## src/rtl/spi_slave_fifo.sv

```systemverilog
// spi_slave_fifo: oversampled SPI slave, any CPOL/CPHA mode,
// configurable word width and bit order, FWFT RX/TX FIFOs.

module spi_slave_fifo_buf #(
    parameter int W     = 8,
    parameter int DEPTH = 4
) (
    input  logic         clk,
    input  logic         rst_n,
    input  logic         push,
    input  logic [W-1:0] wdata,
    input  logic         pop,
    output logic [W-1:0] rdata,
    output logic         empty,
    output logic         full
);
    localparam int AW = $clog2(DEPTH);

    logic [W-1:0]  mem [DEPTH];
    logic [AW-1:0] wp;
    logic [AW-1:0] rp;
    logic [AW:0]   cnt;
    logic          do_push;
    logic          do_pop;

    assign empty   = (cnt == '0);
    assign full    = (cnt == (AW+1)'(DEPTH));
    assign do_pop  = pop && !empty;
    assign do_push = push && (!full || do_pop);
    assign rdata   = empty ? '0 : mem[rp];

    // storage array, contents are don't-care while empty
    always_ff @(posedge clk) begin
        if (do_push) mem[wp] <= wdata;
    end

    // pointers and occupancy
    always_ff @(posedge clk) begin
        if (!rst_n) begin
            wp  <= '0;
            rp  <= '0;
            cnt <= '0;
        end else begin
            if (do_push) wp <= wp + AW'(1);
            if (do_pop) rp <= rp + AW'(1);
            cnt <= cnt + (AW+1)'(do_push) - (AW+1)'(do_pop);
        end
    end
endmodule

module spi_slave_fifo #(
    parameter int   WIDTH     = 8,
    parameter int   DEPTH     = 4,
    parameter logic CPOL      = 1'b0,
    parameter logic CPHA      = 1'b0,
    parameter logic MSB_FIRST = 1'b1
) (
    input  logic             CLK,
    input  logic             nRST,
    input  logic             SCK,
    input  logic             nCS,
    input  logic             MOSI,
    output logic             MISO,
    output logic             MISO_OE,
    output logic [WIDTH-1:0] rx_data,
    output logic             rx_valid,
    input  logic             rx_ready,
    input  logic [WIDTH-1:0] tx_data,
    input  logic             tx_valid,
    output logic             tx_ready,
    output logic             overrun,
    output logic             underrun
);
    localparam int CW = $clog2(WIDTH);

    logic             sck_s1, sck_s2, sck_s3;
    logic             ncs_s1, ncs_s2, ncs_s3;
    logic             mosi_s1, mosi_s2;
    logic             lead, trail, samp, shft;
    logic             ncs_fall, ncs_rise;
    logic [CW-1:0]    count;
    logic [WIDTH-2:0] rx_sh;
    logic [WIDTH-1:0] rx_next;
    logic [WIDTH-1:0] tx_sh;
    logic [WIDTH-1:0] tx_shifted;
    logic [WIDTH-1:0] tx_head;
    logic             word_done, load;
    logic             skip, und_pend;
    logic             rx_full, rx_empty, rx_pop;
    logic             tx_full, tx_empty, tx_pop;

    // pin synchronisers, third stage on SCK/nCS for edge detection
    always_ff @(posedge CLK) begin
        if (!nRST) begin
            {sck_s1, sck_s2, sck_s3} <= {3{CPOL}};
            {ncs_s1, ncs_s2, ncs_s3} <= 3'b111;
            {mosi_s1, mosi_s2}       <= 2'b00;
        end else begin
            {sck_s1, sck_s2, sck_s3} <= {SCK, sck_s1, sck_s2};
            {ncs_s1, ncs_s2, ncs_s3} <= {nCS, ncs_s1, ncs_s2};
            {mosi_s1, mosi_s2}       <= {MOSI, mosi_s1};
        end
    end

    assign lead      = !ncs_s2 && (sck_s3 == CPOL) && (sck_s2 != CPOL);
    assign trail     = !ncs_s2 && (sck_s3 != CPOL) && (sck_s2 == CPOL);
    assign samp      = CPHA ? trail : lead;
    assign shft      = CPHA ? lead : trail;
    assign ncs_fall  = ncs_s3 && !ncs_s2;
    assign ncs_rise  = !ncs_s3 && ncs_s2;
    assign word_done = samp && (count == CW'(WIDTH - 1));
    assign load      = ncs_fall || word_done;

    assign rx_next = MSB_FIRST ? {rx_sh, mosi_s2} : {mosi_s2, rx_sh};
    assign rx_pop  = rx_ready && !rx_empty;
    assign tx_pop  = load && !tx_empty;

    assign tx_shifted = MSB_FIRST ? {tx_sh[WIDTH-2:0], 1'b1}
                                  : {1'b1, tx_sh[WIDTH-1:1]};

    assign MISO     = MSB_FIRST ? tx_sh[WIDTH-1] : tx_sh[0];
    assign MISO_OE  = !ncs_s2;
    assign rx_valid = !rx_empty;
    assign tx_ready = !tx_full;

    // bit counter and receive shifter; a frame edge drops any partial word
    always_ff @(posedge CLK) begin
        if (!nRST) begin
            count <= '0;
            rx_sh <= '0;
        end else if (ncs_rise || ncs_fall) begin
            count <= '0;
        end else if (samp) begin
            rx_sh <= MSB_FIRST ? rx_next[WIDTH-2:0] : rx_next[WIDTH-1:1];
            count <= word_done ? '0 : count + CW'(1);
        end
    end

    // transmit shifter: load at word boundary, else shift on shift edges.
    // The shift edge right after a load is skipped so the freshly loaded
    // first bit stays on MISO until the master samples it. An empty-FIFO
    // load only flags underrun once that word actually starts.
    always_ff @(posedge CLK) begin
        if (!nRST) begin
            tx_sh    <= '1;
            skip     <= 1'b0;
            und_pend <= 1'b0;
            underrun <= 1'b0;
        end else begin
            underrun <= 1'b0;
            if (samp && count == '0 && und_pend) begin
                underrun <= 1'b1;
                und_pend <= 1'b0;
            end
            if (load) begin
                tx_sh    <= tx_empty ? '1 : tx_head;
                und_pend <= tx_empty;
                skip     <= CPHA || word_done;
            end else if (shft) begin
                if (skip) skip <= 1'b0;
                else tx_sh <= tx_shifted;
            end
        end
    end

    // word dropped when RX is full and not draining this cycle
    always_ff @(posedge CLK) begin
        if (!nRST) overrun <= 1'b0;
        else overrun <= word_done && rx_full && !rx_ready;
    end

    spi_slave_fifo_buf #(.W(WIDTH), .DEPTH(DEPTH)) u_rx (
        .clk   (CLK),
        .rst_n (nRST),
        .push  (word_done),
        .wdata (rx_next),
        .pop   (rx_pop),
        .rdata (rx_data),
        .empty (rx_empty),
        .full  (rx_full)
    );

    spi_slave_fifo_buf #(.W(WIDTH), .DEPTH(DEPTH)) u_tx (
        .clk   (CLK),
        .rst_n (nRST),
        .push  (tx_valid),
        .wdata (tx_data),
        .pop   (tx_pop),
        .rdata (tx_head),
        .empty (tx_empty),
        .full  (tx_full)
    );
endmodule

```

## config.mk

```make
export PLATFORM = sky130hd
export DESIGN_NAME = spi_slave_fifo
export DESIGN_NICKNAME = d
export VERILOG_FILES = /design/src/rtl/spi_slave_fifo.sv
export SDC_FILE = /design/constraint.sdc
export NUM_CORES = 1
export LEC_CHECK = 0
export BUFFER_PORTS_ARGS = -buffer_cell sky130_fd_sc_hd__buf_2
export CORE_AREA = 2 2 117 96
export DETAILED_ROUTE_END_ITERATION = 7
export DIE_AREA = 0 0 119 98
export PLACE_DENSITY = 0.62
export RECOVER_POWER = 50
export SYNTH_ARGS = -nofsm -noshare
export SYNTH_HDL_FRONTEND = slang
export SYNTH_HIERARCHICAL = 1
export SYNTH_SLANG_ARGS = --single-unit
```

## constraint.sdc

```tcl
create_clock -name CLK -period 3.54 [get_ports CLK]
set_clock_uncertainty 0.1 [all_clocks]
set_input_delay 0.708 -clock CLK [delete_from_list [all_inputs] [get_ports CLK]]
set_output_delay 0.708 -clock CLK [all_outputs]
set_load 0.05 [all_outputs]
```

## Word level (Yosys, flattened, before mapping)

Memories as Yosys holds them, arrays and structs flattened. A register that Yosys moved wholly into a read port is not among the register bits.
Cells that the tools add are included.

- Add/sub/neg operators: 9
- Multipliers: 0
- Divide/modulo/power cells: 0
- Order comparisons: 0
- Eq/ne operators: 4
- Shifts and indexed selects: 0
- Muxes and demuxes: 19
- Bitwise logic cells: 4
- Reduce and logical (&&, ||, !) cells: 36

Operator list:

| kind | count |
|---|---|
| $mux 8 | 5 |
| $logic_and 1x1->1 | 17 |
| $eq 3x3->1 const B | 3 |
| $logic_not 3->1 | 3 |
| $mux 1 | 9 |
| $add 2x1->2 const B | 4 |
| $mux 2 | 4 |
| $logic_not 1->1 | 7 |
| $add 3x1->3 | 2 |
| $sub 3x1->3 | 2 |
| $logic_or 1x1->1 | 4 |
| $not 1->1 | 4 |
| $reduce_and 2->1 | 2 |
| $reduce_bool 2->1 | 2 |
| $add 3x1->3 const B | 1 |
| $mux 3 | 1 |
| $ne 2x2->1 const B | 1 |
| $reduce_or 2->1 | 1 |

- Register bits: 44
- Bits in latches: 0
- RAM bits: 64
- ROM bits: 0
- Input port bits: 15
- Word-level logic and storage cells: 95
- Memories kept: 2

Memories:

| memory | depth | bits a word | rd ports | clocked after Yosys merged registers in | wr ports | line | RTL |
|---|---|---|---|---|---|---|---|
| u_rx.mem | 4 | 8 | 1 | 1 | 1 | 19 | `logic [W-1:0] mem [DEPTH];` |
| u_tx.mem | 4 | 8 | 1 | 1 | 1 | 19 |  |

## Depth between registers and ports, before layout

Gate-level depths: netlist (run 1).

- Word-level depth: 11
- Gate-level depth with buffers: 14
- Depth with buffers taken out: 12

## By module

Netlist (run 1), hierarchy kept.

By module, submodules not included:

| module | times used | cells each | area each (um^2) |
|---|---|---|---|
| spi_slave_fifo_buf | 2 | 99 | 1701.6 |
| spi_slave_fifo | 1 | 136 | 1318.8 |

## Least setup slack after synthesis (run 1)

No wires, ideal clock.

- Path kind: reg2reg
- Start: reg ncs_s2
- End: reg u_tx.cnt[2]
- Library setup time: 0.115 ns
- Arrival: 2.841 ns
- Data required time: 3.325 ns
- Slack: 0.484 ns
- Cell stages (with the launch flop): 14
- Buffers on the path: 2
- Path through: dfxtp_1 -> buf_6 -> inv_1 -> ha_1 -> clkbuf_1 -> inv_1 -> a21oi_1 -> o31ai_2 -> a21bo_1 -> ha_1 -> fa_1 -> xnor2_1 -> xnor2_1 -> and2_1

- Cells in the longest elaborated chain, start to end: 11
- Elaborated cells between the ends (all ways): 12
- Those cells by class: add/sub: 2; reduce/logical: 10

Ends and longest elaborated chain:

| element | line | RTL |
|---|---|---|
| start: declaration | 77 | `logic ncs_s1, ncs_s2, ncs_s3;` |
| start signal: assignment | 100 | `{ncs_s1, ncs_s2, ncs_s3} <= {nCS, ncs_s1, ncs_s2};` |
| $logic_not 1->1 (*) | -- |  |
| via MISO_OE | 64 | `output logic MISO_OE,` |
| $logic_and 1x1->1 (2 in series) | 105 | `assign lead = !ncs_s2 && (sck_s3 == CPOL) && (sck_s2 != CPOL);` |
| $logic_and 1x1->1 | 111 | `assign word_done = samp && (count == CW'(WIDTH - 1));` |
| $logic_or 1x1->1 (*) | 112 | `assign load = ncs_fall \|\| word_done;` |
| $logic_and 1x1->1 (*) | 116 | `assign tx_pop = load && !tx_empty;` |
| via tx_pop | 90 | `logic tx_full, tx_empty, tx_pop;` |
| $logic_and 1x1->1 (*) | 28 | `assign do_pop = pop && !empty;` |
| $logic_or 1x1->1 | 29 | `assign do_push = push && (!full \|\| do_pop);` |
| $logic_and 1x1->1 | 29 |  |
| $add 3x1->3 | 46 | `cnt <= cnt + (AW+1)'(do_push) - (AW+1)'(do_pop);` |
| $sub 3x1->3 (*) | 46 |  |
| end signal: assignment | 46 |  |
| end: declaration | 22 | `logic [AW:0] cnt;` |

Mark *: on every way through the listed nets, which the timed path passes. The rest lies on a longest branch.
A chain may end at the register's enable or synchronous reset.

## Worst setup path in the final report (run 1)

- Start: reg count[0]
- End: reg u_rx.cnt[1]

- Cells in the longest elaborated chain, start to end: 5

Ends and longest elaborated chain:

| element | line | RTL |
|---|---|---|
| start: declaration | 81 | `logic [CW-1:0] count;` |
| start signal: assignment | 135 | `count <= word_done ? '0 : count + CW'(1);` |
| $eq 3x3->1 | 111 |  |
| $logic_and 1x1->1 | 111 |  |
| $logic_and 1x1->1 | 29 |  |
| $add 3x1->3 | 46 |  |
| $sub 3x1->3 | 46 |  |
| end signal: assignment | 46 |  |
| end: declaration | 22 |  |

Every way passes these cells.

==> qor.yml, run 1 <==
run_status:
  status: "complete, no violations"
global_route:
  grt_usage_pct: 13.99
  grt_pass1_vias: 2583
  grt_start_max_net_pins: 34
  grt_pass1_wl_um: 12810
  antenna_found_initial: 0
  grt_overflow: 0
power_and_ir_drop:
  p_int_mw: 2.053
  ir_drop_mv: 0.4142
  p_clk_share_pct: 33.6
  total_power_mw: 2.707
  p_leak_nw: 1.835
  p_sw_share_pct: 24.16
  pwr-share-seq_pct: 54.6
  power.density_nw_per_um2: 517.3
  switchingPower_mw: 0.6541
  p_comb_share_pct: 11.8
layout:
  drive_gt1_share_pct: 17.17
  nNetsFinal: 393
  antenna_cells: 0
  instances_no_fill: 511
  area_delta_synth_final_pct: 10.84
detailed_routing:
  wl_per_cell_um: 14.43
  drc_errors: 0
  drt-initial-drc-count: 171
  num_vias: 2520
  wirelength_um: 7374
  dr.pass1.iters: 4
  drtAntennaViolNets: 0
  viasPerCell: 4.932
critical_path:
  max_stage_delay_ps: 670
  critPathCaptureType: "flip-flop"
  crit_buf_inv: 1
  reg2reg_to: "u_rx/cnt[1]$_SDFF_PN0_"
  cp.required_ps: 3680
  rrSetupSlack_ps: 560
  r2r_start: "count[0]$_SDFFE_PP0P_"
  ff2ff_path_depth: 9
  cp_common_cell: "ha_1"
  critPathKind: "flip-flop to flip-flop"
  path_max_fanout: 19
  start_kind: "flip-flop"
  worstPathCellList: "ha_1, ha_1, nand4bb_4, inv_4, a21boi_0, a21bo_1, ha_1, fa_1, and2_1"
  cp_slowest_cell: "a21boi_0"
  cp_top_family: "adder cells"
  arrival_ps: 3120
logic_synthesis:
  synth_area_um2: 4722
  synth_fp_nets: 365
  synth_cell_type_count: 45
  synthFlopType: "edfxtp_1"
  ys_seq_elements: 112
  synth_edf_count: 64
  synth_area_per_cell_um2: 14.14
  ys_seq_area_share_pct: 61.05
  async_flop_share_pct: 0
  ys_warn_count: 6
  synth_cells: 334
timing:
  worstMarginPinSlew_ps: 1308
  rsz0062_at_grt: "no"
  finalSetupViolCount: 0
  slew_violations: 0
  tns_ps: 0
  hold-worst-slack_ps: 309.0
  period_share_pct: 84.31
  hold_violations: 0
  fmax_mhz: 335.0
  period_needed_ps: 2985
  max_slew_margin_pct: 12.80
cts:
  post_cts_buffers: 0
  ctsResizeCount: 0
  clockBufferDepth: 2
  hold_buffers: 0
  htreeDepth: 3
  clock_latency_ps: 340
  clkSinkCount: 112
  cts_made_buffers: 9
  cts-root-buf: "clkbuf_16"
  cts_tree: "done"
  path_clk_slew_ps: 70
placement:
  place_congestion: 0.7125
  numPlacedInstances: 495
  io_buffers: 28
  hpwl_um: 4947
hold_path:
  holdPathEnd: "ncs_s2$_SDFF_PN1_"
  hold_path_depth: 1
  hold_class: "flip-flop to flip-flop"
  hp-start: "ncs_s1$_SDFF_PN1_"
die:
  ioPinCount: 29
  start_util_pct: 44.58
  dieHeight_um: 98
  die_area_um2: 11660
  core-area_um2: 10590
  core.rowCount: 34
  die_x_um: 119
flow_run:
  drv_cap: 0
worst max path at each step:
stage,slack (ps),startpoint,cells past startpoint,endpoint
after floorplan,480,ncs_s2$_SDFF_PN1_,13,u_tx/cnt[2]$_SDFF_PN0_
after global placement,810,ncs_s2$_SDFF_PN1_,12,u_tx/cnt[2]$_SDFF_PN0_
after detailed placement,720,ncs_s2$_SDFF_PN1_,12,u_tx/cnt[2]$_SDFF_PN0_
after CTS,700,ncs_s2$_SDFF_PN1_,12,u_tx/cnt[2]$_SDFF_PN0_
after global routing,260,count[0]$_SDFFE_PP0P_,11,u_rx/cnt[2]$_SDFF_PN0_
final,560,count[0]$_SDFFE_PP0P_,9,u_rx/cnt[1]$_SDFF_PN0_
cell type report:
| class | instances | area [µm²] |
|---|---|---|
| tap | 144 | 180.2 |
| timing repair buffer | 33 | 158.9 |
| sequential | 112 | 2883 |
| multi-input combinational | 188 | 1677 |
| inverter | 18 | 70.07 |
| clock buffer | 11 | 232.7 |
| clock inverter | 5 | 32.53 |
| fill | 938 | 5359 |
cell usage in the layout, fill, tap and decap left out, types with 2 or more instances in the layout:
cell type / n
ha_1: 14
fa_1: 2
nor2b_1: 16
a21boi_0: 2
clkbuf_16: 9
nor2_1: 13
xnor2_1: 6
dfxtp_1: 48
nand3b_1: 2
mux4_2: 16
a211o_1: 6
edfxtp_1: 64
or2_1: 2
clkinvlp_4: 2
a221o_1: 6
buf_2: 16
buf_4: 4
clkbuf_1: 15
nand2_1: 17
nand2b_1: 3
o21ai_1: 4
and2_0: 2
or3_1: 3
nor3_2: 2
a211oi_1: 2
nor2b_4: 2
a21oi_1: 6
mux2i_1: 11
and2_1: 21
a21bo_1: 2
nor3_1: 4
inv_1: 17
o21ai_0: 8
nor3b_2: 3
registers in the layout, summed over array words and instances (netlist names), named ones only:
register / cells
und_pend: 1
u_rx/cnt: 3
skip: 1
u_rx/mem: 32
ncs_s2: 1
u_rx/wp: 2
rx_sh: 7
ncs_s3: 1
u_tx/mem: 32
underrun: 1
sck_s3: 1
sck_s1: 1
mosi_s2: 1
ncs_s1: 1
count: 3
tx_sh: 8
u_rx/rp: 2
sck_s2: 1
u_tx/rp: 2
u_tx/cnt: 3
u_tx/wp: 2
overrun: 1
mosi_s1: 1
stage by stage:
| stage | setup slack, ps | util [%] | instance area, µm² |
|---|---|---|---|
| global route | 256.6 | 49.41 | 5234 |
| finish | 555.3 | 49.41 | 5234 |
| detailed placement | 720.7 | 47.17 | 4996 |
| floorplan | 483.7 | - | 4722 |
| global placement | 808.2 | 47.17 | 4996 |
| CTS | 702.5 | 49.67 | 5261 |
per-layer routing:
metal / GRT usage [%] / share of wire, %
met1: 18.12 / 48
met2: 22.90 / 47
met3: 4.381 / 3.3
met4: 3.846 / 1.2
met5: 0 / 0
logic make-up after synthesis:
| family | Yosys count | share of synthesized area, % |
|---|---|---|
| buffers and inverters | 34 | 3.498 |
| DFF | 112 | 61.05 |
| muxes | 27 | 9.963 |
| AOI/OAI and AO/OA | 42 | 6.730 |
| adders and majority gates | 16 | 4.558 |
| xor gates and xnor gates | 6 | 1.113 |
| and+or+nand+nor | 97 | 13.09 |
cell usage after synthesis (all sizes together) (3+ instances only):
| master | instances | area [µm²] |
|---|---|---|
| a211o | 6 | 52.55 |
| a21boi | 4 | 37.53 |
| a21oi | 6 | 30.03 |
| a221o | 6 | 60.06 |
| and2 | 23 | 143.9 |
| buf | 7 | 58.80 |
| clkbuf | 9 | 36.29 |
| dfxtp | 48 | 960.9 |
| edfxtp | 64 | 1922 |
| ha | 14 | 175.2 |
| inv | 18 | 70.07 |
| mux2i | 11 | 110.1 |
| mux4 | 16 | 360.4 |
| nand2 | 17 | 63.81 |
| nand2b | 3 | 18.77 |
| nor2 | 13 | 48.80 |
| nor2b | 18 | 127.6 |
| nor3 | 6 | 35.03 |
| nor3b | 4 | 45.05 |
| o21ai | 12 | 60.05 |
| or3 | 3 | 18.77 |
| xnor2 | 6 | 52.55 |
power by group through the flow:
| stage | clock [mW] | combinational, mW | sequential, mW |
|---|---|---|---|
| 6_report | 0.909 | 0.320 | 1.48 |
| 5_1_grt | 0.986 | 0.364 | 1.49 |
| 4_1_cts | 0.941 | 0.330 | 1.48 |
| 3_5_place_dp | 0 | 0.329 | 1.51 |
| 3_3_place_gp | 0 | 0.327 | 1.51 |
| 2_1_floorplan | 0 | 0.266 | 1.50 |
Power figures use the tool's default switching activity.
==> run 2: changes to the inputs <==
==> constraint.sdc (replaced) <==
create_clock -name CLK -period 2.9 [get_ports CLK]
set_clock_uncertainty 0.1 [all_clocks]
set_input_delay 0.58 -clock CLK [delete_from_list [all_inputs] [get_ports CLK]]
set_output_delay 0.58 -clock CLK [all_outputs]
set_load 0.05 [all_outputs]
==> qor.yml, run 2 (synthesized netlist as in run 1, its figures left out) <==
run_status:
  status: "complete, no violations"
critical_path:
  path_max_fanout: 19  # unchanged
  crit_buf_inv: 1  # unchanged
  cp_top_family: "adder cells"
  worstPathCellList: "ha_1, ha_2, nand4bb_4, inv_6, or2_1, a21bo_1, ha_1, fa_1, xnor2_1, xnor2_1, and2_1"
  critPathCaptureType: "flip-flop"
  start_kind: "flip-flop"
  cp.required_ps: 3030  # -650 ps
  cp_slowest_cell: "fa_1"
  rrSetupSlack_ps: 160  # -400 ps
  arrival_ps: 2880  # -240 ps
  max_stage_delay_ps: 390  # -280 ps
  critPathKind: "flip-flop to flip-flop"
layout:
  final_common_cell: "edfxtp_1"
  area_delta_synth_final_pct: 12.37
  reg_top3: "u_rx/mem (32), u_tx/mem (32), tx_sh (8)"
  antenna_cells: 0  # unchanged
  final_cell_area_um2: 5306  # +1.4%
  instances_no_fill: 513  # +0.39%
  layout_common_cells: "edfxtp_1, dfxtp_1, and2_1"
  nNetsFinal: 395  # +0.51%
  drive_gt1_share_pct: 19.78  # +2.6 points
detailed_routing:
  wl_per_cell_um: 15.02  # +4.1%
  dr.max_layer_used: "met4"
  wirelength_um: 7703  # +4.5%
  dr.pass1.iters: 4  # unchanged
  drc_errors: 0  # unchanged
  num_vias: 2560  # +1.6%
  viasPerCell: 4.990  # +1.2%
  routed-wl-met3_um: 225  # -8.2%
  drtAntennaViolNets: 0  # unchanged
  drt-met1-wl_um: 3627  # +1.9%
  wl_met2_um: 3755  # +7.9%
  drt-initial-drc-count: 119  # -30%
power_and_ir_drop:
  ir_drop_mv: 0.3483  # -16%
  p_leak_nw: 1.854  # +1.0%
  total_power_mw: 3.395  # +25%
  power.density_nw_per_um2: 639.8  # +24%
placement:
  io_buffers: 28  # unchanged
  hpwl_um: 5203  # +5.2%
  numPlacedInstances: 497  # +0.40%
  place_area_um2: 5031  # +0.70%
  place_congestion: 0.7964  # +12%
die:
  ioPinCount: 29  # unchanged
  dieHeight_um: 98  # unchanged
  core-area_um2: 10590  # unchanged
  core.rowCount: 34  # unchanged
  die_area_um2: 11660  # unchanged
  start_util_pct: 44.58  # unchanged
  die_x_um: 119  # unchanged
timing:
  hold_violations: 0  # unchanged
  slew_violations: 0  # unchanged
  finalSetupViolCount: 0  # unchanged
  rsz0062_at_grt: "no"
  fmax_mhz: 364.6  # +8.8%
  worstMarginPinSlew_ps: 1301  # -7.432 ps
  max_slew_margin_pct: 13.29  # +0.50 points
  tns_ps: 0  # unchanged
  hold-worst-slack_ps: 309.9  # +0.8580 ps
  period_needed_ps: 2743  # -242.1 ps
  period_share_pct: 94.57  # +10 points
cts:
  cts-root-buf: "clkbuf_16"
  htreeDepth: 3  # unchanged
  post_cts_buffers: 0  # unchanged
  path_clk_slew_ps: 70  # about the same
  cts_tree: "done"
  clkSinkCount: 112  # unchanged
  clock_latency_ps: 340  # about the same
  clockBufferDepth: 2  # unchanged
  cts_made_buffers: 9  # unchanged
global_route:
  antenna_found_initial: 0  # unchanged
  grt_pass1_vias: 2700  # +4.5%
  grt_start_max_net_pins: 34  # unchanged
  grt_overflow: 0  # unchanged
  grt_usage_pct: 14.28  # +0.29 points
  grt_pass1_wl_um: 12920  # +0.86%
hold_path:
  hold_class: "flip-flop to flip-flop"
flow_run:
  drv_cap: 0  # unchanged
run 2: changes by cell type in the layout (fill, tap and decap cells not counted), moves of 2 or more:
cell | before | now
buf_4 | 4 | 7
clkbuf_4 | 0 | 2
ha_1 | 14 | 12
inv_1 | 17 | 15
run 2: power by group:
group	total (mW)	switching, mW	internal, mW
Sequential	1.81	0.0513	1.76
Combinational	0.410	0.234	0.176
Clock	1.18	0.520	0.658
run 2: layer usage:
layer / vias to the layer above / track usage, %
li1: 1263 / -
met1: 1259 / 17.33
met2: 28 / 24.18
met3: 10 / 4.614
met4: 0 / 4.762
met5: - / 0
run 2: worst paths after layout:
| check | cells past startpoint | start | end |
|---|---|---|---|
| max | 11 | count[0]$_SDFFE_PP0P_ | u_rx/cnt[2]$_SDFF_PN0_ |
| min | 1 | ncs_s1$_SDFF_PN1_ | ncs_s2$_SDFF_PN1_ |
| max reg2reg | 11 | count[0]$_SDFFE_PP0P_ | u_rx/cnt[2]$_SDFF_PN0_ |
| min reg2reg | 1 | ncs_s1$_SDFF_PN1_ | ncs_s2$_SDFF_PN1_ |
run 2: per-stage QoR:
stage,setup WS (ps),utilization [%]
after floorplan,7.032,-
final,157.4,50.09
after detailed placement,93.56,47.50
after global placement,217.9,47.50
after CTS,77.93,50.20
after global routing,15.56,50.09
run 2: layout make-up:
| class | instances | area (µm²) |
|---|---|---|
| Timing Repair Buffer | 35 | 176.4 |
| Sequential cell | 112 | 2883 |
| Clock inverter | 2 | 12.51 |
| Inverter | 18 | 76.32 |
| Multi-Input combinational cell | 188 | 1704 |
| Clock buffer | 14 | 274.0 |
| Fill cell | 924 | 5286 |
| Tap cell | 144 | 180.2 |
run 2: what timing repair did:
item	4_1_cts	5_1_grt
hold buffers	0	0
setup endpoints to repair	0	1
resized for setup	0	2
==> run 3: changes to the inputs <==
==> constraint.sdc (replaced) <==
create_clock -name CLK -period 2.8 [get_ports CLK]
set_clock_uncertainty 0.1 [all_clocks]
set_input_delay 0.56 -clock CLK [delete_from_list [all_inputs] [get_ports CLK]]
set_output_delay 0.56 -clock CLK [all_outputs]
set_load 0.05 [all_outputs]
==> qor.yml, run 3 (synthesized netlist as in run 1, its figures left out) <==
layout:
  utilization_pct: 50.61  # +0.52 points
  instances_no_fill: 515  # +0.39%
  reg_top3: "u_rx/mem (32), u_tx/mem (32), tx_sh (8)"
  fillers: 894  # -3.2%
  area_delta_synth_final_pct: 13.54
  layout_common_cells: "edfxtp_1, dfxtp_1, and2_1"
  final_cell_area_um2: 5361  # +1.0%
  multiInputGateArea_um2: 1730  # +1.5%
  nNetsFinal: 397  # +0.51%
  seqCellArea_um2: 2888  # +0.17%
  drive_gt1_share_pct: 21.29  # +1.5 points
  antenna_cells: 0  # unchanged
  final_common_cell: "edfxtp_1"
timing:
  max_slew_margin_pct: 19.31  # +6.0 points
  fmax_mhz: 377.3  # +3.5%
  period_needed_ps: 2650  # -92.15 ps
  worstMarginPinSlew_ps: 1210  # -90.23 ps
  period_share_pct: 94.66  # about the same
  finalSetupViolCount: 0  # unchanged
  slew_violations: 0  # unchanged
  hold_violations: 0  # unchanged
  rsz0062_at_grt: "no"
critical_path:
  start_kind: "flip-flop"
  critPathKind: "flip-flop to flip-flop"
  max_stage_delay_ps: 420  # +30 ps
  cp_slowest_cell: "fa_2"
  cp_common_cell: "ha_1"
  worstPathCellList: "ha_1, ha_1, nand4bb_4, a21oi_4, o31ai_4, or2_1, a21bo_1, ha_2, fa_2, and2_1"
  arrival_ps: 2780  # -100 ps
  critPathCaptureType: "flip-flop"
  path_max_fanout: 5  # -14
  cp.required_ps: 2930  # -100 ps
placement:
  place_congestion: 0.7679  # -3.6%
  place_area_um2: 5081  # +0.99%
  hpwl_um: 5234  # +0.59%
  io_buffers: 28  # unchanged
  numPlacedInstances: 499  # +0.40%
global_route:
  met2_usage_pct: 23.21  # -0.97 points
  grt_overflow: 0  # unchanged
  top_usage_layer: "met2"
  grt_usage_pct: 14.51  # +0.23 points
  grt_util_met1_pct: 18.87  # +1.5 points
  grt_pass1_vias: 2630  # -2.6%
  grtUsageMet3_pct: 5.023  # +0.41 points
  antenna_found_initial: 0  # unchanged
  grt_start_max_net_pins: 34  # unchanged
  grt_pass1_wl_um: 13230  # +2.4%
cts:
  clock_latency_ps: 340  # about the same
  clkSinkCount: 112  # unchanged
  path_clk_slew_ps: 70  # about the same
  cts_made_buffers: 9  # unchanged
  clockBufferDepth: 2  # unchanged
  htreeDepth: 3  # unchanged
  cts_tree: "done"
  hold_buffers: 0  # unchanged
  cts-root-buf: "clkbuf_16"
power_and_ir_drop:
  power.density_nw_per_um2: 669.1  # +4.6%
  ir_drop_mv: 0.3914  # +12%
  p_leak_nw: 1.880  # +1.4%
die:
  core-area_um2: 10590  # unchanged
  die_area_um2: 11660  # unchanged
  dieHeight_um: 98  # unchanged
  core.rowCount: 34  # unchanged
  die_x_um: 119  # unchanged
  start_util_pct: 44.58  # unchanged
  ioPinCount: 29  # unchanged
detailed_routing:
  viasPerCell: 4.930  # -1.2%
  dr.pass1.iters: 4  # unchanged
  num_vias: 2539  # -0.82%
  wl_per_cell_um: 15.05  # +0.21%
  drtAntennaViolNets: 0  # unchanged
  wirelength_um: 7749  # +0.60%
  drt-initial-drc-count: 153  # +29%
  drc_errors: 0  # unchanged
run_status:
  status: "complete, no violations"
flow_run:
  drv_cap: 0  # unchanged
hold_path:
  hold_class: "input pin to flip-flop"
==> run 3: critical path: cells and delay by family (launching register included) <==
kind,cells,cell delay (ps)
adders and majority gates,4,960
AOI/OAI and AO/OA,3,510
DFF,1,360
and+or+nand+nor,3,610
==> run 3: final timing paths <==
check                        startpoint                      to  slack (ps)  cells past startpoint
setup / recovery  count[1]$_SDFFE_PP0P_  u_tx/cnt[1]$_SDFF_PN0_         150                     10
hold / removal                 rx_ready      overrun$_SDFF_PN0_         290                      2
setup reg to reg  count[1]$_SDFFE_PP0P_  u_tx/cnt[1]$_SDFF_PN0_         150                     10
hold reg to reg       ncs_s1$_SDFF_PN1_       ncs_s2$_SDFF_PN1_         310                      1
==> run 3: through the flow <==
stage	setup slack [ps]	power [mW]	setup TNS [ps]	hold slack, ps
finish	149.5	3.587	0	292.5
global route	18.58	3.761	0	286.2
CTS	91.19	3.647	0	277.4
detailed placement	105.2	2.366	0	293.2
global placement	160.7	2.357	0	298.2
floorplan	-9.793	2.256	-9.793	286.3
==> run 3: cell type report <==
type                    instances  share of cell area [%]
flip-flops and latches        112                   53.86
repair buffers                 37                   3.501
clock inverters                 5                   1.004
inverters                      18                   1.470
well taps                     144                   3.361
clock buffers                  11                   4.527
multi-input cells             188                   32.28
==> run 3: repair_timing <==
item | in CTS | in global routing
endpoints found under the setup margin | 0 | 2
gates resized for setup | 0 | 2
buffers inserted | 0 | 0
==> run 3: per-layer routing <==
metal / routed length (µm) / vias to the layer above
met5: 0 / -
met4: 62 / 0
met3: 291 / 4
met2: 3641 / 37
met1: 3753 / 1232
li1: - / 1266
==> run 3: power by group <==
group | total [mW] | switching (mW) | internal, mW
Combinational | 0.435 | 0.246 | 0.190
Clock | 1.27 | 0.557 | 0.717
Sequential | 1.88 | 0.0601 | 1.82
